## src/rtl/mc_ctrl_if.sv

```systemverilog
// mc_ctrl_if: control bundle between the multi-cycle controller and the
// MIPS datapath. The controller is the master; the datapath is the slave.
interface mc_ctrl_if #(
    parameter int CNT_W = 32
);
    logic [31:0]      instr;
    logic             zero;
    logic             PCWrite;
    logic             IRWrite;
    logic             RegWrite;
    logic             MemWrite;
    logic [2:0]       ALUop;
    logic             ALUmux;
    logic             EXTop;
    logic [1:0]       A3mux;
    logic [1:0]       REGmux;
    logic [1:0]       NPCsel;
    logic             md_start;
    logic [1:0]       md_op;
    logic             hilo_sel;
    logic             busy;
    logic             instr_done;
    logic [CNT_W-1:0] retired;

    modport master (
        input  instr, zero,
        output PCWrite, IRWrite, RegWrite, MemWrite, ALUop, ALUmux, EXTop,
               A3mux, REGmux, NPCsel, md_start, md_op, hilo_sel, busy,
               instr_done, retired
    );

    modport slave (
        output instr, zero,
        input  PCWrite, IRWrite, RegWrite, MemWrite, ALUop, ALUmux, EXTop,
               A3mux, REGmux, NPCsel, md_start, md_op, hilo_sel, busy,
               instr_done, retired
    );
endinterface

```

## src/rtl/mc_ctrl.sv

```systemverilog
// mc_ctrl: multi-cycle MIPS control unit. Walks each IR instruction through
// FETCH/DECODE/EXEC/MEM/WB (plus MDWAIT for mult/div), drives the datapath
// muxes and write enables combinationally from state and IR, and counts
// retired instructions.
module mc_ctrl #(
    parameter int MD_LAT = 5,
    parameter int CNT_W  = 32
) (
    input  logic      clk,
    input  logic      reset,
    mc_ctrl_if.master bus
);
    localparam int MCW = $clog2(MD_LAT + 1);

    typedef enum logic [2:0] {
        FETCH, DECODE, EXEC, MEM, WB, MDWAIT
    } state_t;

    // Instruction classes that share a state path.
    typedef enum logic [3:0] {
        C_NOP, C_ALU, C_LW, C_SW, C_BEQ, C_J, C_JAL, C_JR, C_JALR, C_MD
    } cls_t;

    localparam logic [2:0] ALU_ADD = 3'b000;
    localparam logic [2:0] ALU_SUB = 3'b001;
    localparam logic [2:0] ALU_OR  = 3'b010;
    localparam logic [2:0] ALU_LUI = 3'b100;

    state_t           state;
    logic [MCW-1:0]   md_cnt;
    logic [CNT_W-1:0] retired;

    logic [5:0]       op;
    logic [5:0]       funct;
    cls_t             cls;
    logic [2:0]       alu_op;
    logic             alu_mux;
    logic             ext_op;
    logic [1:0]       a3_mux;
    logic [1:0]       reg_mux;
    logic             hilo;

    logic             pc_we;
    logic             ir_we;
    logic             reg_we;
    logic             mem_we;
    logic [1:0]       npc_sel;
    logic             md_go;
    logic             done;
    logic             md_last;
    logic             static_en;

    logic             unused_instr_bits;

    assign op    = bus.instr[31:26];
    assign funct = bus.instr[5:0];
    assign unused_instr_bits = ^bus.instr[25:6];

    // A count of 0 can only be seen if MDWAIT is entered illegally; treat it
    // as the last cycle so the FSM can never stall there.
    assign md_last = (md_cnt <= MCW'(1));

    // Decode the IR into a path class and the static datapath controls.
    always_comb begin
        cls     = C_NOP;
        alu_op  = ALU_ADD;
        alu_mux = 1'b0;
        ext_op  = 1'b0;
        a3_mux  = 2'b00;
        reg_mux = 2'b00;
        hilo    = 1'b0;
        case (op)
            6'b000000: begin
                case (funct)
                    6'b100001: cls = C_ALU;
                    6'b100011: begin
                        cls    = C_ALU;
                        alu_op = ALU_SUB;
                    end
                    6'b001000: cls = C_JR;
                    6'b001001: begin
                        cls     = C_JALR;
                        reg_mux = 2'b10;
                    end
                    6'b011000, 6'b011001, 6'b011010, 6'b011011: cls = C_MD;
                    6'b010000: begin
                        cls     = C_ALU;
                        reg_mux = 2'b11;
                        hilo    = 1'b1;
                    end
                    6'b010010: begin
                        cls     = C_ALU;
                        reg_mux = 2'b11;
                    end
                    default: cls = C_NOP;
                endcase
            end
            6'b001101: begin
                cls     = C_ALU;
                alu_op  = ALU_OR;
                alu_mux = 1'b1;
                a3_mux  = 2'b01;
            end
            6'b001111: begin
                cls     = C_ALU;
                alu_op  = ALU_LUI;
                alu_mux = 1'b1;
                a3_mux  = 2'b01;
            end
            6'b001000: begin
                cls     = C_ALU;
                alu_mux = 1'b1;
                ext_op  = 1'b1;
                a3_mux  = 2'b01;
            end
            6'b100011: begin
                cls     = C_LW;
                alu_mux = 1'b1;
                ext_op  = 1'b1;
                a3_mux  = 2'b01;
                reg_mux = 2'b01;
            end
            6'b101011: begin
                cls     = C_SW;
                alu_mux = 1'b1;
                ext_op  = 1'b1;
            end
            6'b000100: begin
                cls    = C_BEQ;
                alu_op = ALU_SUB;
                ext_op = 1'b1;
            end
            6'b000010: cls = C_J;
            6'b000011: begin
                cls     = C_JAL;
                a3_mux  = 2'b10;
                reg_mux = 2'b10;
            end
            default: cls = C_NOP;
        endcase
    end

    // Per-state enables and pulses; everything is forced low during reset.
    always_comb begin
        pc_we   = 1'b0;
        ir_we   = 1'b0;
        reg_we  = 1'b0;
        mem_we  = 1'b0;
        npc_sel = 2'b00;
        md_go   = 1'b0;
        done    = 1'b0;
        if (!reset) begin
            case (state)
                FETCH: begin
                    ir_we = 1'b1;
                    pc_we = 1'b1;
                end
                DECODE: begin
                    case (cls)
                        C_J: begin
                            pc_we   = 1'b1;
                            npc_sel = 2'b10;
                            done    = 1'b1;
                        end
                        C_JR: begin
                            pc_we   = 1'b1;
                            npc_sel = 2'b11;
                            done    = 1'b1;
                        end
                        C_NOP:   done = 1'b1;
                        default: done = 1'b0;
                    endcase
                end
                EXEC: begin
                    if (cls == C_BEQ) begin
                        pc_we   = bus.zero;
                        npc_sel = 2'b01;
                        done    = 1'b1;
                    end
                    md_go = (cls == C_MD);
                end
                MEM: begin
                    mem_we = (cls == C_SW);
                    done   = (cls == C_SW);
                end
                WB: begin
                    reg_we = 1'b1;
                    done   = 1'b1;
                    if (cls == C_JAL) begin
                        pc_we   = 1'b1;
                        npc_sel = 2'b10;
                    end else if (cls == C_JALR) begin
                        pc_we   = 1'b1;
                        npc_sel = 2'b11;
                    end
                end
                MDWAIT:  done = md_last;
                default: done = 1'b0;
            endcase
        end
    end

    // Static controls are only meaningful from DECODE onward; hold them at
    // zero in FETCH and in reset so the datapath sees a quiet bus there.
    assign static_en = !reset && (state != FETCH);

    assign bus.PCWrite    = pc_we;
    assign bus.IRWrite    = ir_we;
    assign bus.RegWrite   = reg_we;
    assign bus.MemWrite   = mem_we;
    assign bus.NPCsel     = npc_sel;
    assign bus.md_start   = md_go;
    assign bus.instr_done = done;
    assign bus.busy       = !reset && (state == MDWAIT);
    assign bus.ALUop      = static_en ? alu_op  : 3'b000;
    assign bus.ALUmux     = static_en ? alu_mux : 1'b0;
    assign bus.EXTop      = static_en ? ext_op  : 1'b0;
    assign bus.A3mux      = static_en ? a3_mux  : 2'b00;
    assign bus.REGmux     = static_en ? reg_mux : 2'b00;
    assign bus.hilo_sel   = static_en ? hilo    : 1'b0;
    assign bus.md_op      = (static_en && cls == C_MD) ? funct[1:0] : 2'b00;
    assign bus.retired    = retired;

    // Sequencer: state register, mult/div wait counter and retire counter.
    always_ff @(posedge clk) begin
        if (reset) begin
            state   <= FETCH;
            md_cnt  <= '0;
            retired <= '0;
        end else begin
            if (done) retired <= retired + CNT_W'(1);
            case (state)
                FETCH: state <= DECODE;
                DECODE: begin
                    case (cls)
                        C_ALU, C_LW, C_SW, C_BEQ, C_MD: state <= EXEC;
                        C_JAL, C_JALR:                  state <= WB;
                        default:                        state <= FETCH;
                    endcase
                end
                EXEC: begin
                    case (cls)
                        C_ALU:      state <= WB;
                        C_LW, C_SW: state <= MEM;
                        C_MD: begin
                            state  <= MDWAIT;
                            md_cnt <= MCW'(MD_LAT);
                        end
                        default:    state <= FETCH;
                    endcase
                end
                MEM: state <= (cls == C_LW) ? WB : FETCH;
                WB:  state <= FETCH;
                MDWAIT: begin
                    if (md_last) begin
                        state  <= FETCH;
                        md_cnt <= '0;
                    end else begin
                        md_cnt <= md_cnt - MCW'(1);
                    end
                end
                default: state <= FETCH;
            endcase
        end
    end
endmodule
```

## src/flat_wrapper.sv

```systemverilog
// flat-port wrapper written by rule: the top's interface ports become plain ports
module mc_ctrl_flat 
#(
    parameter int MD_LAT = 5,
    parameter int CNT_W  = 32
)
  (clk, reset, bus_instr, bus_zero, bus_PCWrite, bus_IRWrite, bus_RegWrite, bus_MemWrite, bus_ALUop, bus_ALUmux, bus_EXTop, bus_A3mux, bus_REGmux, bus_NPCsel, bus_md_start, bus_md_op, bus_hilo_sel, bus_busy, bus_instr_done, bus_retired);
  mc_ctrl_if #(.CNT_W(CNT_W)) bus_i ();
  input  logic clk;
  input  logic reset;
  input wire logic [$bits(bus_i.instr)-1:0] bus_instr;
  input wire logic [$bits(bus_i.zero)-1:0] bus_zero;
  output wire logic [$bits(bus_i.PCWrite)-1:0] bus_PCWrite;
  output wire logic [$bits(bus_i.IRWrite)-1:0] bus_IRWrite;
  output wire logic [$bits(bus_i.RegWrite)-1:0] bus_RegWrite;
  output wire logic [$bits(bus_i.MemWrite)-1:0] bus_MemWrite;
  output wire logic [$bits(bus_i.ALUop)-1:0] bus_ALUop;
  output wire logic [$bits(bus_i.ALUmux)-1:0] bus_ALUmux;
  output wire logic [$bits(bus_i.EXTop)-1:0] bus_EXTop;
  output wire logic [$bits(bus_i.A3mux)-1:0] bus_A3mux;
  output wire logic [$bits(bus_i.REGmux)-1:0] bus_REGmux;
  output wire logic [$bits(bus_i.NPCsel)-1:0] bus_NPCsel;
  output wire logic [$bits(bus_i.md_start)-1:0] bus_md_start;
  output wire logic [$bits(bus_i.md_op)-1:0] bus_md_op;
  output wire logic [$bits(bus_i.hilo_sel)-1:0] bus_hilo_sel;
  output wire logic [$bits(bus_i.busy)-1:0] bus_busy;
  output wire logic [$bits(bus_i.instr_done)-1:0] bus_instr_done;
  output wire logic [$bits(bus_i.retired)-1:0] bus_retired;
  assign bus_i.instr = bus_instr;
  assign bus_i.zero = bus_zero;
  assign bus_PCWrite = bus_i.PCWrite;
  assign bus_IRWrite = bus_i.IRWrite;
  assign bus_RegWrite = bus_i.RegWrite;
  assign bus_MemWrite = bus_i.MemWrite;
  assign bus_ALUop = bus_i.ALUop;
  assign bus_ALUmux = bus_i.ALUmux;
  assign bus_EXTop = bus_i.EXTop;
  assign bus_A3mux = bus_i.A3mux;
  assign bus_REGmux = bus_i.REGmux;
  assign bus_NPCsel = bus_i.NPCsel;
  assign bus_md_start = bus_i.md_start;
  assign bus_md_op = bus_i.md_op;
  assign bus_hilo_sel = bus_i.hilo_sel;
  assign bus_busy = bus_i.busy;
  assign bus_instr_done = bus_i.instr_done;
  assign bus_retired = bus_i.retired;
  mc_ctrl #(.MD_LAT(MD_LAT), .CNT_W(CNT_W)) u_core (.clk(clk), .reset(reset), .bus(bus_i));
endmodule
```

## config.mk

```make
export PLATFORM = sky130hd
export DESIGN_NAME = mc_ctrl_flat
export DESIGN_NICKNAME = d
export VERILOG_FILES = /design/src/rtl/mc_ctrl_if.sv /design/src/rtl/mc_ctrl.sv /design/src/flat_wrapper.sv
export SDC_FILE = /design/constraint.sdc
export NUM_CORES = 1
export LEC_CHECK = 0
export ABC_AREA = 1
export CAP_MARGIN = 0
export CORE_MARGIN = 2
export CORE_UTILIZATION = 40
export CTS_CLUSTER_DIAMETER = 60
export DETAILED_ROUTE_END_ITERATION = 7
export PLACE_DENSITY = 0.75
export SLEW_MARGIN = 0
export SYNTH_ARGS = -nofsm -noshare
export SYNTH_HDL_FRONTEND = slang
export SYNTH_SLANG_ARGS = --single-unit
```

## constraint.sdc

```tcl
create_clock -name clk -period 2 [get_ports clk]
set_input_delay 0.3 -clock clk [delete_from_list [all_inputs] [get_ports clk]]
set_output_delay 0.3 -clock clk [all_outputs]
set_load 0.01 [all_outputs]
```

==> impl_metrics.tcl, run 1 <==
set metrics [dict create \
    die-height_um 88.8 \
    layout-area-overhead-vs-synth_pct 47.5 \
    core.rowCount 30 \
    drt_drc_violations_left 0 \
    post_cts_hold_buffer_count 0 \
    tritoncts "built" \
    final-setup-viol-count 0 \
    category_of_the_critical_setup_timing_path "primary input to primary output" \
    setup-tns-final_ns 0 \
    worst_ir_drop_vdd_uv 364 \
    antenna_found_initial 0 \
    die-area_sq_mm 0.00788 \
    gp_congestion 0.991 \
    route.final.wire_length_um 9230 \
    diodes 0 \
    numCtsBuffers 5 \
    dieWidth_um 88.8 \
    finalCriticalPeriod_ns 1.93 \
    timing.slew.headroom_pct 75.6 \
    drive_above_1_share_pct 24.8 \
    dpl.hpwl_um 6660 \
    globalRoute.totalOverflow 0 \
    worstPathRequired_ns 1.70 \
    synthesis.instances 467 \
    final.period_utilization_pct 96.7 \
    detailedRoute.firstPassIterationCount 5 \
    fin_worst_skew_ns 0.0138 \
    power_per_cell_area_mw_per_mm2 407 \
    clock.fmax_ghz 0.517 \
    synth.largest_area_cell "sky130_fd_sc_hd__dfxtp_1" \
    worst_setup_path_end_kind "primary output" \
    clock_tree.htree_level_count 2 \
    boundaryPins 88 \
    clkSinkCount 38 \
    yosys_warnings 0 \
    yosysTopAreaCellShare_pct 26.5 \
    total_power_w 0.00173 \
    grt_max_degree 36 \
    count_of_pins_over_their_slew_limit 0 \
    initial_utilization_pct 41.9 \
    numPortBuffers 67 \
    worst_hold_path_type "flop to flop" \
    syn-mean-instance-area_sq_um 6.16 \
    clock_insertion_delay_worst_skew_ns 0.29 \
    tightest_slew_ns 0.366 \
    crit_path_start_kind "primary input" \
    final_common_cell "sky130_fd_sc_hd__nand2_1" \
    first_global_vias 3299 \
    floorplan.core_area_sq_mm 0.00687 \
    max-cap-violations 0 \
    yosysUniqueCellTypes 33 \
    finalNetCount 631 \
    timing.final.hold_violations 0 \
    clock-root-buffer "sky130_fd_sc_hd__clkbuf_8" \
    static-leakage-power_nw 1.87 \
    grt_usage_pct 23.2 \
    synth.yosys.seq_area_share_pct 26.5 \
    avgViaCountPerCell 5.18 \
    drt_iter0_drc 189 \
    number_of_flip_flops_and_latches_in_the_synthesized_netlist 38 \
    mostFrequentLayoutCells "sky130_fd_sc_hd__nand2_1, sky130_fd_sc_hd__buf_4, sky130_fd_sc_hd__nor2_1" \
    outcome "finished clean" \
    syn-cell-area_sq_mm 0.00288 \
    wl_per_cell_um 13.4 \
    clockBufferDepth 2 \
    first_pass_grt_wire_length_um 14700 \
    critical_path.max_fanout 4 \
    clk_pin_slew_ns 0.08 \
    worstPathArrival_ns 1.63 \
    vias 3567 \
    synth_nets 505 \
    netlist_top_cells_area "sky130_fd_sc_hd__dfxtp_1, sky130_fd_sc_hd__nand2_1, sky130_fd_sc_hd__nor2_1, sky130_fd_sc_hd__nand3_1, sky130_fd_sc_hd__inv_1" \
    ant_nets 0 \
]
[what timing repair did]
item | CTS | global route
resized for setup | 77 | 39
endpoints found under the setup margin | 52 | 48
buffers inserted | 8 | 5
pin swaps | 16 | 10
[flip-flops by register name, summed over array words and instances, names as in the netlist]
| signal | count |
|---|---|
| u_core.bus.retired | 32 |
| u_core.state | 3 |
| u_core.md_cnt | 3 |
[layer usage]
metal	wire length (um)	vias up	track usage, %
li1	-	1764	-
met1	4010	1666	30.6
met2	4590	123	39.4
met3	531	14	3.92
met4	104	0	5.79
met5	0	-	0
[cell usage after synthesis]
library cell and number:
sky130_fd_sc_hd__nor3b_2 1, sky130_fd_sc_hd__nor3_1 26, sky130_fd_sc_hd__o21a_1 1, sky130_fd_sc_hd__o32ai_1 1, sky130_fd_sc_hd__ha_1 3, sky130_fd_sc_hd__nor4_1 1, sky130_fd_sc_hd__dfxtp_1 38, sky130_fd_sc_hd__nor2_1 66
sky130_fd_sc_hd__nand2_1 117, sky130_fd_sc_hd__nor2_4 4, sky130_fd_sc_hd__or2_2 1, sky130_fd_sc_hd__xnor2_1 12, sky130_fd_sc_hd__xor2_1 18, sky130_fd_sc_hd__nand3_2 2, sky130_fd_sc_hd__inv_1 46, sky130_fd_sc_hd__o221ai_1 1
sky130_fd_sc_hd__o21ai_1 1, sky130_fd_sc_hd__buf_6 3, sky130_fd_sc_hd__nand4_1 9, sky130_fd_sc_hd__nand3_1 47, sky130_fd_sc_hd__inv_2 7, sky130_fd_sc_hd__a21oi_1 34, sky130_fd_sc_hd__nand2_4 1, sky130_fd_sc_hd__buf_4 3
sky130_fd_sc_hd__nand3_4 2, sky130_fd_sc_hd__clkbuf_1 9, sky130_fd_sc_hd__nor3b_1 2, sky130_fd_sc_hd__o211ai_1 1, sky130_fd_sc_hd__o2111ai_1 1, sky130_fd_sc_hd__clkinv_1 1, sky130_fd_sc_hd__a31oi_1 2, sky130_fd_sc_hd__o21ai_0 5
sky130_fd_sc_hd__o31ai_1 1
[path summary, 6_finish.rpt]
kind | from | to | slack [ns] | cells past startpoint
worst max register to register | u_core.bus.retired[1] | u_core.bus.retired[30] | 0.17 | 9
worst max-delay path | bus_instr[29] | bus_instr_done | 0.07 | 13
worst min register to register | u_core.bus.retired[31] | u_core.bus.retired[31] | 0.49 | 2
worst min-delay path | u_core.bus.retired[31] | u_core.bus.retired[31] | 0.49 | 2
[report_power, final]
group | switching [W] | leakage, nW | total, W | internal (W)
Sequential | 0.00000747 | 0.308 | 0.000771 | 0.000764
Combinational | 0.000171 | 1.51 | 0.000282 | 0.000111
Clock | 0.000275 | 0.0573 | 0.000674 | 0.000399
Total | 0.000453 | 1.87 | 0.00173 | 0.00127
[through the flow]
step	util [%]	setup WS [ns]	instance area [sq um]	hold slack, ns	instances
6_report	61.7	0.0666	4240	0.490	689
4_1_cts	60.8	0.000567	4180	0.496	684
2_1_floorplan	-	0.235	2880	0.505	467
3_3_place_gp	58.0	-0.586	3980	0.479	669
3_5_place_dp	58.0	-0.695	3980	0.483	669
5_1_grt	61.7	-0.0297	4240	0.513	689
[logic make-up after synthesis]
group,Yosys count,share of synthesized area [%]
adder cells (fa/ha/maj),3,1.31
buffers and inverters,69,10.2
flip-flops,38,26.5
XOR/XNOR,30,9.14
AO/OA/AOI/OAI,48,9.09
AND/OR/NAND/NOR,279,43.8
[area by class of cell]
type	instances	area (sq um)
sequential	38	766
tap	96	120
timing repair buffer	134	1100
clock inverter	1	30.0
inverter	54	203
clock buffer	6	82.6
multi-input combinational	360	1940
fill	652	2630
[critical path, stage by stage]
cell and delay, ns:
sky130_fd_sc_hd__buf_2 0.13, sky130_fd_sc_hd__nor2_4 0.17, sky130_fd_sc_hd__buf_6 0.13, sky130_fd_sc_hd__nand2_1 0.08, sky130_fd_sc_hd__nor2_2 0.18, sky130_fd_sc_hd__nor2_1 0.07, sky130_fd_sc_hd__nand2_1 0.12, sky130_fd_sc_hd__nor2_1 0.06
sky130_fd_sc_hd__nand3_2 0.08, sky130_fd_sc_hd__nand3_4 0.07, sky130_fd_sc_hd__nand2_4 0.08, sky130_fd_sc_hd__inv_2 0.03, sky130_fd_sc_hd__buf_2 0.13
No activity file was read; power rests on OpenSTA's default activity.
==> run 2, diff against run 1 <==
ABC_AREA = unset   (was 1)
PLACE_DENSITY = 0.77   (was 0.75)
RECOVER_POWER = 25   (was unset)
==> run 2 against run 1 <==
Net effect: the flow now finishes with violations (negative setup slack); non-clock buffer count grew 44; highest routed layer unchanged; sequential power shrank 1%; critical path type unchanged; largest power group unchanged; utilization grew 10 points; critical path depth shrank 5; sequential cell count is the same; area after synthesis shrank 10%; largest cell class unchanged.
==> impl_metrics.tcl, run 2 <==
set metrics [dict create \
    post_cts_hold_buffer_count 0 \
    largest_register "u_core.bus.retired" \
    vias 3409 \
    path_delay_family "simple AND/OR/NAND/NOR gates" \
    clockBufferDepth 2 \
    worst_r2r_endpoint "u_core.bus.retired[20]" \
    grt_use_met2_pct 40.8 \
    floorplan.core_area_sq_mm 0.00628 \
    globalRoute.totalOverflow 0 \
    synth_top_cells_by_count "sky130_fd_sc_hd__dfxtp_1, sky130_fd_sc_hd__a21oi_1, sky130_fd_sc_hd__nand2_1" \
    finalCriticalPeriod_ns 2.44 \
    first_global_vias 3011 \
    hold_depth 2 \
    hold_slack_ns 0.496 \
    yosys.cell_count.top_type "sky130_fd_sc_hd__dfxtp_1" \
    number_of_flip_flops_and_latches_in_the_synthesized_netlist 38 \
    clk_pin_slew_ns 0.07 \
    avgViaCountPerCell 5.91 \
    antenna_found_initial 0 \
    yosys_warnings 0 \
    largest_register_ff_count 32 \
    rsz_0062_raised_after_global_routing "true" \
    timing.final.hold_violations 0 \
    gp_congestion 0.926 \
    worst_setup_path_end_kind "primary output" \
    initial_utilization_pct 41.0 \
    grt_most_used_layer "met2" \
    syn-mean-instance-area_sq_um 7.58 \
    layout-area-overhead-vs-synth_pct 75.2 \
    boundaryPins 88 \
    drive_above_1_share_pct 44.6 \
    final_common_cell "sky130_fd_sc_hd__buf_4" \
    detailedRoute.firstPassIterationCount 5 \
    synth_nets 378 \
    final.period_utilization_pct 122 \
    fin_worst_skew_ns 0.0108 \
    crit_path_max_delay_cell_type "sky130_fd_sc_hd__nor4_4" \
    grt_usage_pct 23.2 \
    worst_setup_path_startpoint "bus_instr[30]" \
    dieWidth_um 84.3 \
    category_of_the_critical_setup_timing_path "primary input to primary output" \
    worst_ir_drop_vdd_uv 287 \
    grt_max_degree 33 \
    die-height_um 84.3 \
    count_of_pins_over_their_slew_limit 0 \
    cp_cell_sequence "buf_8 > nor4_4 > nand4_1 > a211o_1 > or2_4 > a21o_1 > a221oi_2 > buf_2" \
    outcome "finished, violations left" \
    grt_use_met3_pct 3.15 \
    final-setup-viol-count 39 \
    dominantRegCellSynth "sky130_fd_sc_hd__dfxtp_1" \
    synth.largest_area_cell "sky130_fd_sc_hd__dfxtp_1" \
    clock.fmax_ghz 0.411 \
    synthesis.instances 340 \
    reg_top3 "u_core.bus.retired (32), u_core.md_cnt (3), u_core.state (3)" \
    worst-r2r-cell-count 9 \
    worstPathRequired_ns 1.70 \
    grt_use_met1_pct 30.3 \
    mostFrequentLayoutCells "sky130_fd_sc_hd__buf_4, sky130_fd_sc_hd__dfxtp_1, sky130_fd_sc_hd__nand2_1" \
    crit_buf_inv 2 \
    cp_slowest_stage_delay_ns 0.36 \
    r2r_setup_slack_ns -0.34 \
    tightest_slew_ns 0.322 \
    first_pass_grt_wire_length_um 14000 \
    core.rowCount 29 \
    failed_checks "negative setup slack" \
    max-cap-violations 0 \
    tritoncts "built" \
    worstPathArrival_ns 2.14 \
    netlist_top_cells_area "sky130_fd_sc_hd__dfxtp_1, sky130_fd_sc_hd__a21oi_1, sky130_fd_sc_hd__o31ai_1, sky130_fd_sc_hd__or4_1, sky130_fd_sc_hd__nand3_1" \
    clkSinkCount 38 \
    layout.filler_cells 423 \
    die-area_sq_mm 0.00710 \
    setup-tns-final_ns -11.12 \
    numPortBuffers 67 \
    synthArstFlopShare_pct 0 \
    power_per_cell_area_mw_per_mm2 360 \
    clock-root-buffer "sky130_fd_sc_hd__clkbuf_8" \
    number_of_synthesized_flops_with_an_enable_pin 0 \
    ant_nets 0 \
    drt_drc_violations_left 0 \
    slack_of_the_critical_path_ns -0.435 \
    critPathCapture "bus_PCWrite" \
    synth.yosys.seq_area_share_pct 29.5 \
    syn-cell-area_sq_mm 0.00258 \
    diodes 0 \
    numCtsBuffers 5 \
    wl_per_cell_um 17.3 \
    yosysTopAreaCellShare_pct 29.5 \
    worst_slack_at_placement_ns -1.25 \
    dpl.hpwl_um 5860 \
    finalNetCount 537 \
    crit_path_start_kind "primary input" \
    critical_path.max_fanout 4 \
    reg2reg_from "u_core.state[1]" \
    route.final.wire_length_um 9970 \
    yosysUniqueCellTypes 51 \
    drt_iter0_drc 298 \
    static-leakage-power_nw 1.79 \
    worst_hold_path_type "flop to flop" \
    crit_cells 8 \
    clock_insertion_delay_worst_skew_ns 0.30 \
    clock_tree.htree_level_count 2 \
    timing.slew.headroom_pct 78.4 \
]
[run 2: final cells by class]
class | count | area (sq um) | share of cell area, %
Clock buffer | 6 | 82.6 | 1.83
Clock inverter | 2 | 12.5 | 0.277
Inverter | 10 | 37.5 | 0.832
Multi-Input combinational cell | 266 | 1970 | 43.7
Sequential cell | 38 | 766 | 17.0
Tap cell | 77 | 96.3 | 2.13
Timing Repair Buffer | 178 | 1550 | 34.3
[run 2: cells by family after synthesis]
logic type      after synthesis  synth area share, %
compound gates               94                 25.2
fa+ha+maj                     3                 1.46
mux                           1                0.389
simple gates                167                 36.2
flops                        38                 29.5
buf+inv                      36                 6.90
xor+xnor                      1                0.340
[run 2: metrics by stage]
stage               utilization (%)  power [W]  cells  cell area, sq um
detailed placement             61.6    0.00101    542              3870
global placement               61.6    0.00101    542              3870
global route                   71.9    0.00167    577              4510
finish                         71.9    0.00163    577              4510
CTS                            65.9    0.00158    565              4140
floorplan                         -   0.000898    340              2620
[run 2: worst min-delay path, cell delays in order (launching register included)]
cell and delay (ns):
sky130_fd_sc_hd__dfxtp_1 0.32, sky130_fd_sc_hd__o21ai_0 0.07, sky130_fd_sc_hd__a21oi_1 0.06
[run 2: where the power goes]
part	internal, W	switching [W]
Sequential	0.000759	0.00000380
Clock	0.000277	0.000288
Combinational	0.000146	0.000153
[run 2: layer usage]
metal | vias to the layer above | share of wire (%)
li1 | 1617 | -
met1 | 1611 | 41
met2 | 152 | 51
met3 | 29 | 5.6
met4 | 0 | 2.3
met5 | - | 0
[run 2: worst min path at each step]
stage / slack (ns) / startpoint / end
2_1_floorplan: 0.46 / u_core.md_cnt[2] / u_core.md_cnt[2]
3_3_place_gp: 0.47 / u_core.md_cnt[2] / u_core.md_cnt[2]
3_5_place_dp: 0.48 / u_core.md_cnt[2] / u_core.md_cnt[2]
6_report: 0.50 / u_core.md_cnt[2] / u_core.md_cnt[2]
4_1_cts: 0.49 / u_core.md_cnt[2] / u_core.md_cnt[2]
5_1_grt: 0.55 / u_core.bus.retired[31] / u_core.bus.retired[31]
[run 2: what timing repair did]
item	CTS	global route
buffers inserted	14	10
pin swaps	25	39
gates cloned	1	4
setup endpoints to repair	57	51
resized for setup	147	83
